<file path="config.mk">
export PLATFORM = sky130hd
export DESIGN_NAME = sieve_engine
export DESIGN_NICKNAME = d
export VERILOG_FILES = /design/src/rtl/sieve_engine.sv
export SDC_FILE = /design/constraint.sdc
export NUM_CORES = 1
export LEC_CHECK = 0
export ABC_AREA = 1
export BUFFER_PORTS_ARGS = -buffer_cell sky130_fd_sc_hd__buf_2
export CORE_UTILIZATION = 55
export CTS_CLUSTER_SIZE = 12
export DETAILED_ROUTE_END_ITERATION = 8
export PLACE_DENSITY = 0.73
export SYNTH_ARGS = -nofsm -noshare
export SYNTH_HDL_FRONTEND = slang
export SYNTH_SLANG_ARGS = --single-unit
</file>
<file path="constraint.sdc">
create_clock -name clock -period 11.36 [get_ports clock]
set_input_delay 2.272 -clock clock [delete_from_list [all_inputs] [get_ports clock]]
set_output_delay 2.272 -clock clock [all_outputs]
set_load 0.01 [all_outputs]
</file>
<file path="src/rtl/sieve_engine.sv">
// Restartable Sieve of Eratosthenes: marks composites up to a runtime limit, then streams primes.
// Define SIEVE_ODD_STRIDE_EN to skip even candidates/multiples (same results, fewer cycles).
module sieve_engine #(
  parameter int N_MAX = 100,
  parameter int W     = $clog2(N_MAX+1)
) (
  input  logic             clock,
  input  logic             reset_n,
  input  logic             start,
  input  logic [W-1:0]     limit,
  output logic             busy,
  output logic             done,
  output logic [N_MAX:0]   is_prime,
  output logic [W-1:0]     prime_count,
  output logic             prime_valid,
  output logic [W-1:0]     prime_data,
  input  logic             prime_ready
);
  typedef enum logic [2:0] {IDLE, SCAN, MARK, STREAM, DONE} state_t;

  state_t           state, state_nxt;
  logic [W-1:0]     lim_r, p, m, i, count;
  logic [N_MAX:0]   composite;
  logic [W-1:0]     lim_clamp, p_nxt;
  logic [2*W-1:0]   pp;
  logic [W+1:0]     step, m_nxt;
  logic [W:0]       i_nxt;
  logic             p_over, mark_last, i_last, hs, accept;

  assign lim_clamp = (int'(limit) > N_MAX) ? W'(N_MAX) : limit;
  assign accept    = start && (state == IDLE || state == DONE);
  assign pp        = {{W{1'b0}}, p} * {{W{1'b0}}, p};
  assign p_over    = pp > {{W{1'b0}}, lim_r};

`ifdef SIEVE_ODD_STRIDE_EN
  // Even multiples are already covered by p=2, so odd bases step by 2p.
  assign step  = (p == W'(2)) ? {2'b00, p} : {1'b0, p, 1'b0};
  assign p_nxt = (p == W'(2)) ? W'(3) : p + W'(2);
  assign i_nxt = (i == W'(2)) ? (W+1)'(3) : {1'b0, i} + (W+1)'(2);
`else
  assign step  = {2'b00, p};
  assign p_nxt = p + W'(1);
  assign i_nxt = {1'b0, i} + (W+1)'(1);
`endif

  assign m_nxt     = {2'b00, m} + step;
  assign mark_last = m_nxt > {2'b00, lim_r};
  assign i_last    = i_nxt > {1'b0, lim_r};
  assign hs        = prime_valid && prime_ready;

  always_ff @(posedge clock or negedge reset_n) begin
    if (!reset_n) state <= IDLE;
    else          state <= state_nxt;
  end

  always_comb begin
    state_nxt = state;
    case (state)
      IDLE, DONE: if (start) state_nxt = (lim_clamp < W'(2)) ? DONE : SCAN;
      SCAN:       if (p_over) state_nxt = STREAM;
                  else if (!composite[p]) state_nxt = MARK;
      MARK:       if (mark_last) state_nxt = SCAN;
      STREAM:     if ((composite[i] || hs) && i_last) state_nxt = DONE;
      default:    state_nxt = IDLE;
    endcase
  end

  always_comb begin
    busy        = 1'b0;
    done        = 1'b0;
    prime_valid = 1'b0;
    prime_data  = '0;
    case (state)
      SCAN, MARK: busy = 1'b1;
      STREAM: begin
        busy        = 1'b1;
        prime_valid = !composite[i];
        prime_data  = composite[i] ? '0 : i;
      end
      DONE:       done = 1'b1;
      default: ;
    endcase
  end

  always_ff @(posedge clock or negedge reset_n) begin
    if (!reset_n) begin
      lim_r     <= '0;
      p         <= '0;
      m         <= '0;
      i         <= '0;
      count     <= '0;
      composite <= '0;
    end else if (accept) begin
      lim_r     <= lim_clamp;
      p         <= W'(2);
      m         <= '0;
      i         <= W'(2);
      count     <= '0;
      composite <= '0;
    end else begin
      case (state)
        SCAN: begin
          if (p_over)              i <= W'(2);
          else if (composite[p])   p <= p_nxt;
          else                     m <= pp[W-1:0];
        end
        MARK: begin
          composite[m] <= 1'b1;
          if (mark_last) p <= p_nxt;
          else           m <= m_nxt[W-1:0];
        end
        STREAM: begin
          if (composite[i] || hs) begin
            if (hs)      count <= count + W'(1);
            if (!i_last) i     <= i_nxt[W-1:0];
          end
        end
        default: ;
      endcase
    end
  end

  assign prime_count = done ? count : '0;

  for (genvar k = 0; k <= N_MAX; k++) begin : g_bit
    if (k < 2) begin : g_zero
      assign is_prime[k] = 1'b0;
    end else begin : g_live
      assign is_prime[k] = done && !composite[k] && (W'(k) <= lim_r);
    end
  end

endmodule

</file>
# --- After elaboration in Yosys (flattened, before gate mapping) ---
# Cells that the tools add are included.
classes:
  addsub: 4
  n_mul: 1
  n_div: 0
  order_cmp: 108
  eq_ne: 16
  shift: 0
  n_mux: 41
  bitwise: 1
  n_reduce_logical: 318
op_table:
  columns: ["cell", "count"]
  rows:
  - ["7-bit less-or-equal comparator (first input constant)", 37]
  - ["6-bit by 7-bit less-or-equal comparator with 1-bit output (first input constant)", 32]
  - ["1-bit logical AND", 202]
  - ["101-bit two-way mux", 2]
  - ["7-bit two-way mux", 20]
  - ["5-bit by 7-bit less-or-equal comparator with 1-bit output (first input constant)", 16]
  - ["101-bit OR", 1]
  - ["1-bit zero test", 100]
  - ["4-bit by 7-bit less-or-equal comparator with 1-bit output (first input constant)", 8]
  - ["7-bit case mux with 2 select lines", 3]
  - ["3-bit by 7-bit less-or-equal comparator with 1-bit output (first input constant)", 4]
  - ["3-bit inequality test (second input constant)", 9]
  - ["7-bit by 8-bit < comparator with 1-bit output (second input constant)", 3]
  - ["3-bit two-way mux", 6]
  - ["8-bit by 7-bit greater-than comparator with 1-bit output", 2]
  - ["4-bit AND reduction", 4]
  - ["7-bit by 1-bit adder with 7-bit output (second input constant)", 2]
  - ["1-bit binary-select mux with 7-bit select", 2]
  - ["14-bit by 7-bit greater-than comparator with 1-bit output", 1]
  - ["2-bit by 7-bit less-or-equal comparator with 1-bit output (first input constant)", 2]
  - ["7-bit by 7-bit multiplier with 14-bit output", 1]
  - ["3-bit case mux with 4 select lines", 1]
  - ["7-bit by 1-bit adder with 8-bit output (second input constant)", 1]
  - ["7-bit by 7-bit adder with 8-bit output", 1]
  - ["other kinds (16)", 29]
word_totals:
  register_bits: 139
  latch_bits: 0
  mem_bits_rw: 0
  mem_bits_ro: 0
  input_bits: 11
  output_inout_bits: 118
  wordCells: 496
  mem_count: 0

# --- Depth between registers and ports, before layout ---
logic_depth:
  word_depth: 9
  depth_mapped: 32
  depth_no_buf: 28

# --- Least setup slack after synthesis ---
# No wires, ideal clock.
synth_path:
  kind: "register to register"
  from: "register p[1]"
  to: "register i[5]"
  setup_ns: 0.117
  arrival_ns: 4.823
  required_ns: 11.243
  setup_slack_ns: 6.420
  path_stages_with_launch: 29
  path_buffers: 3
  synth_period_minus_slack_ns: 4.940
  cell_sequence: "dfrtp_1 buf_2 buf_2 nand2_1 xor2_1 ha_1 inv_1 fa_1 inv_1 fa_1 inv_1 fa_1 inv_1 ha_1 xor2_1 ha_1 nand2_1 nor2_1 a21oi_1 inv_1 nand2_1 nor2_1 nand3_1 nand2_1 nand2_1 nand2_4 buf_12 nand2_2 o21ai_2"
synth_via:
  elab_chain_len: 4
synth_lines:
  columns: ["element", "line", "rtl"]
  rows:
  - ["start: declaration", "22", "logic [W-1:0] lim_r, p, m, i, count;"]
  - ["start signal: assignment", "104", "else if (composite[p]) p <= p_nxt;"]
  - ["start signal: assignment", "109", "if (mark_last) p <= p_nxt;"]
  - ["7-bit by 7-bit multiplier with 14-bit output", "32", "assign pp = {{W{1'b0}}, p} * {{W{1'b0}}, p};"]
  - ["14-bit by 7-bit greater-than comparator with 1-bit output", "33", "assign p_over = pp > {{W{1'b0}}, lim_r};"]
  - ["3-bit inequality test (no source line)", null, null]
  - ["4-bit AND reduction (no source line)", null, null]
  - ["end signal: assignment", "115", "if (!i_last) i <= i_nxt[W-1:0];"]
  - ["end: declaration", "22", null]
# No other way between the ends.
# A chain may end at the register's enable or synchronous reset.

# --- Final worst setup path ---
layout_path:
  from: "register lim_r[2]"
  to: "output port is_prime[17]"
layout_via:
  elab_chain_len: 2
layout_lines:
  columns: ["element", "line", "rtl"]
  rows:
  - ["start: declaration", "22", null]
  - ["start signal: assignment", "94", "lim_r <= lim_clamp;"]
  - ["5-bit by 7-bit less-or-equal comparator with 1-bit output", "129", "assign is_prime[k] = done && !composite[k] && (W'(k) <= lim_r);"]
  - ["1-bit logical AND", "129", null]
  - ["end: declaration", "13", "output logic [N_MAX:0] is_prime,"]
# No other way between the ends.

==> run metrics <==
status=complete, no violations; CTS resizes=0; Initial Util=56.53%; routed wire length=45.47 mm; pwr dens=239.3 nW/µm²; Critical Path Start Type=register; CTS tree=yes; Gate Count Post-Synth=1669; actual slew at the worst max-slew pin=1.285 ns; synthesis-to-layout area growth=9.923%; fin crit share=55.03%; post-synth cell types=52; Simple-Gate Fraction of Synth Area=27.82%; path category of the worst min-delay check=register to register; Ys Warns=0; R2R Setup Slk=5.79 ns; Leak=0.006456 µW; I/O Buffers=126; Chip Height=146.9 µm; Hold Startpoint=count[0]$_DFFE_PN0P_; post-CTS setup buffer count=0; Routed Antenna Nets=0; layout cell share with drive strength beyond 1=12.76%; DRC violations left=0; most frequent cells in the layout=nand2_1, inv_1, nand3_1, dfrtp_1, buf_2; post-synthesis register bit count=139; clock tree buffer depth=2; GRT Total Usage=42.65%; critical path startpoint=lim_r[2]$_DFFE_PN0P_; skew final=0.01015 ns; count of final hold-check violations=0; wire per inst=22.54 µm; Skew-Pair Late Insertion Delay=0.43 ns; io pins=129; Layout Nets=1816; complex-gate fraction of the synthesized area=19.37%; diodes inserted=0; Chip Width=146.9 µm; clock slew at reported path FFs=0.06 ns; post-layout minimum cycle time=6.252 ns; post-synthesis adder-cell area fraction=8.601%; CP Class=register to primary output; largest family of logic cells by synthesized area=simple AND/OR/NAND/NOR gates; Sequential Area=3481 µm²; Seq/Total Area, Yosys=30.12%; Critical Path Fanout Max=10; largest net degree at the start of global routing=95; full die area=21580 µm²; Root Driver=clkbuf_16; xor/xnor cell area share of the yosys netlist=1.592%; Slew HR=12.10%; multi-input logic area=6653 µm²; Initial DRC Count=1570; placed cell count=1985; most common cell after layout, fill and taps aside=nand2_1; total CTS buffers=17; Worst Path Required=9.09 ns; synth top area cells=dfrtp_1, nand2_1, inv_1; total design power=3038 µW; # H-tree levels=4; Setup TNS=0 ns; gr ovfl total=0; placed instance area=12100 µm²; max_cap viols=0; core area=20430 µm²; Slew Viols, Final=0; drt via density=6.352; Mean Syn Cell Area=6.920 µm²; launch point of the worst reg-to-reg path=p[2]$_DFFE_PN0P_; row count=52; # fillers=1971; Worst Setup End Kind=primary output; top cell type's share of synthesized area=30.12%; vias post-DR=12810; # clock sinks=139; RSZ-0062 raised after global routing=false; vias in the first global route=12110; Worst EP arrival=3.98 ns; Finished Cell Area=12700 µm²; Final Setup Violations=0; routability congestion estimate from global placement=1.015; initial antenna violation count=1; fmax=0.1600 GHz; hold buffer count at CTS=0; HPWL Detailed=30.87 mm; Synth area leader=dfrtp_1; final cell count without fillers=2017; Mapped Area=11550 µm²; mux share of post-synthesis cell area=0.08666%; DRT Pass-1 Iters=6; VDD IR-drop max=0.0001809 V; first-pass GRT wire length=69.46 mm
## logic make-up after synthesis
| group | count (synthesis) |
|---|---|
| fa+ha+maj | 71 |
| other cells | 1 |
| simple gates | 739 |
| flops | 139 |
| compound gates | 361 |
| xor+xnor | 21 |
| buf+inv | 336 |
| mux | 1 |
## Yosys cell counts (all sizes together)
cell     instances
and2             1
a311oi           1
nand4           23
nor2           118
a211oi          11
nor4             4
a21boi           1
o21ai          110
a21o             1
o21a             1
ha              57
a31oi            2
conb             1
nor3            53
xnor2            2
nand3b           3
o22ai           72
o211ai          31
xor2            19
fa              14
a2111oi         36
mux2i            1
or2              4
dfrtp          139
o31ai            3
clkinv           2
a22oi            1
buf             57
inv            245
a21oi           84
clkbuf          32
nand3          145
a22o             1
o2111ai          1
nand2          388
o21bai           5
## stage by stage
stage	hold slack, ns	util, %	setup slack, ns
floorplan	0.4861	-	6.420
global placement	0.5109	59.21	5.939
detailed placement	0.5173	59.21	5.888
CTS	0.5351	62.14	5.435
global route	0.5659	62.14	5.196
finish	0.5348	62.14	5.108
## where the power goes
part	total (µW)	switching, µW	internal, µW
clock	582	236	346
combinational	1790	1310	478
sequential	666	110	555
total	3040	1660	1380
## path summary, 6_finish.rpt
check	to	depth (start not counted)
setup / recovery	is_prime[17]	7
hold / removal	count[0]$_DFFE_PN0P_	1
setup reg to reg	i[2]$_DFFE_PN0P_	26
hold reg to reg	count[0]$_DFFE_PN0P_	1
max in group asynchronous	i[0]$_DFFE_PN0P_	2
min in group asynchronous	composite[56]$_DFFE_PN0P_	1
## critical path, cell delays in order, from the launching register on
cell and delay [ns]:
dfrtp_1 0.49, nor2_1 0.78, inv_1 0.40, nor2_1 0.99
inv_1 0.32, o21ai_0 0.27, nor3_1 0.11, buf_2 0.19
## final cells by class
cell class / instances / area share, %
Sequential cell: 139 / 27.42
Tap cell: 270 / 2.661
Clock buffer: 18 / 3.380
Timing Repair Buffer: 134 / 5.489
Multi-Input combinational cell: 1195 / 52.40
Clock inverter: 14 / 1.350
Inverter: 247 / 7.303
## layer usage
| metal | share of wire [%] | GRT usage [%] | vias up | wire [µm] |
|---|---|---|---|---|
| li1 | - | - | 5734 | - |
| met1 | 37 | 53.45 | 5933 | 16710 |
| met2 | 43 | 64.15 | 900 | 19730 |
| met3 | 13 | 11.46 | 245 | 5733 |
| met4 | 7.3 | 29.38 | 0 | 3299 |
| met5 | 0 | 0 | - | 0 |
## state kept, by name (all words and copies together) (netlist names)
register,count
lim_r,7
state,3
composite,101
m,7
i,7
count,7
p,7
(Power assumes the default switching activity.)
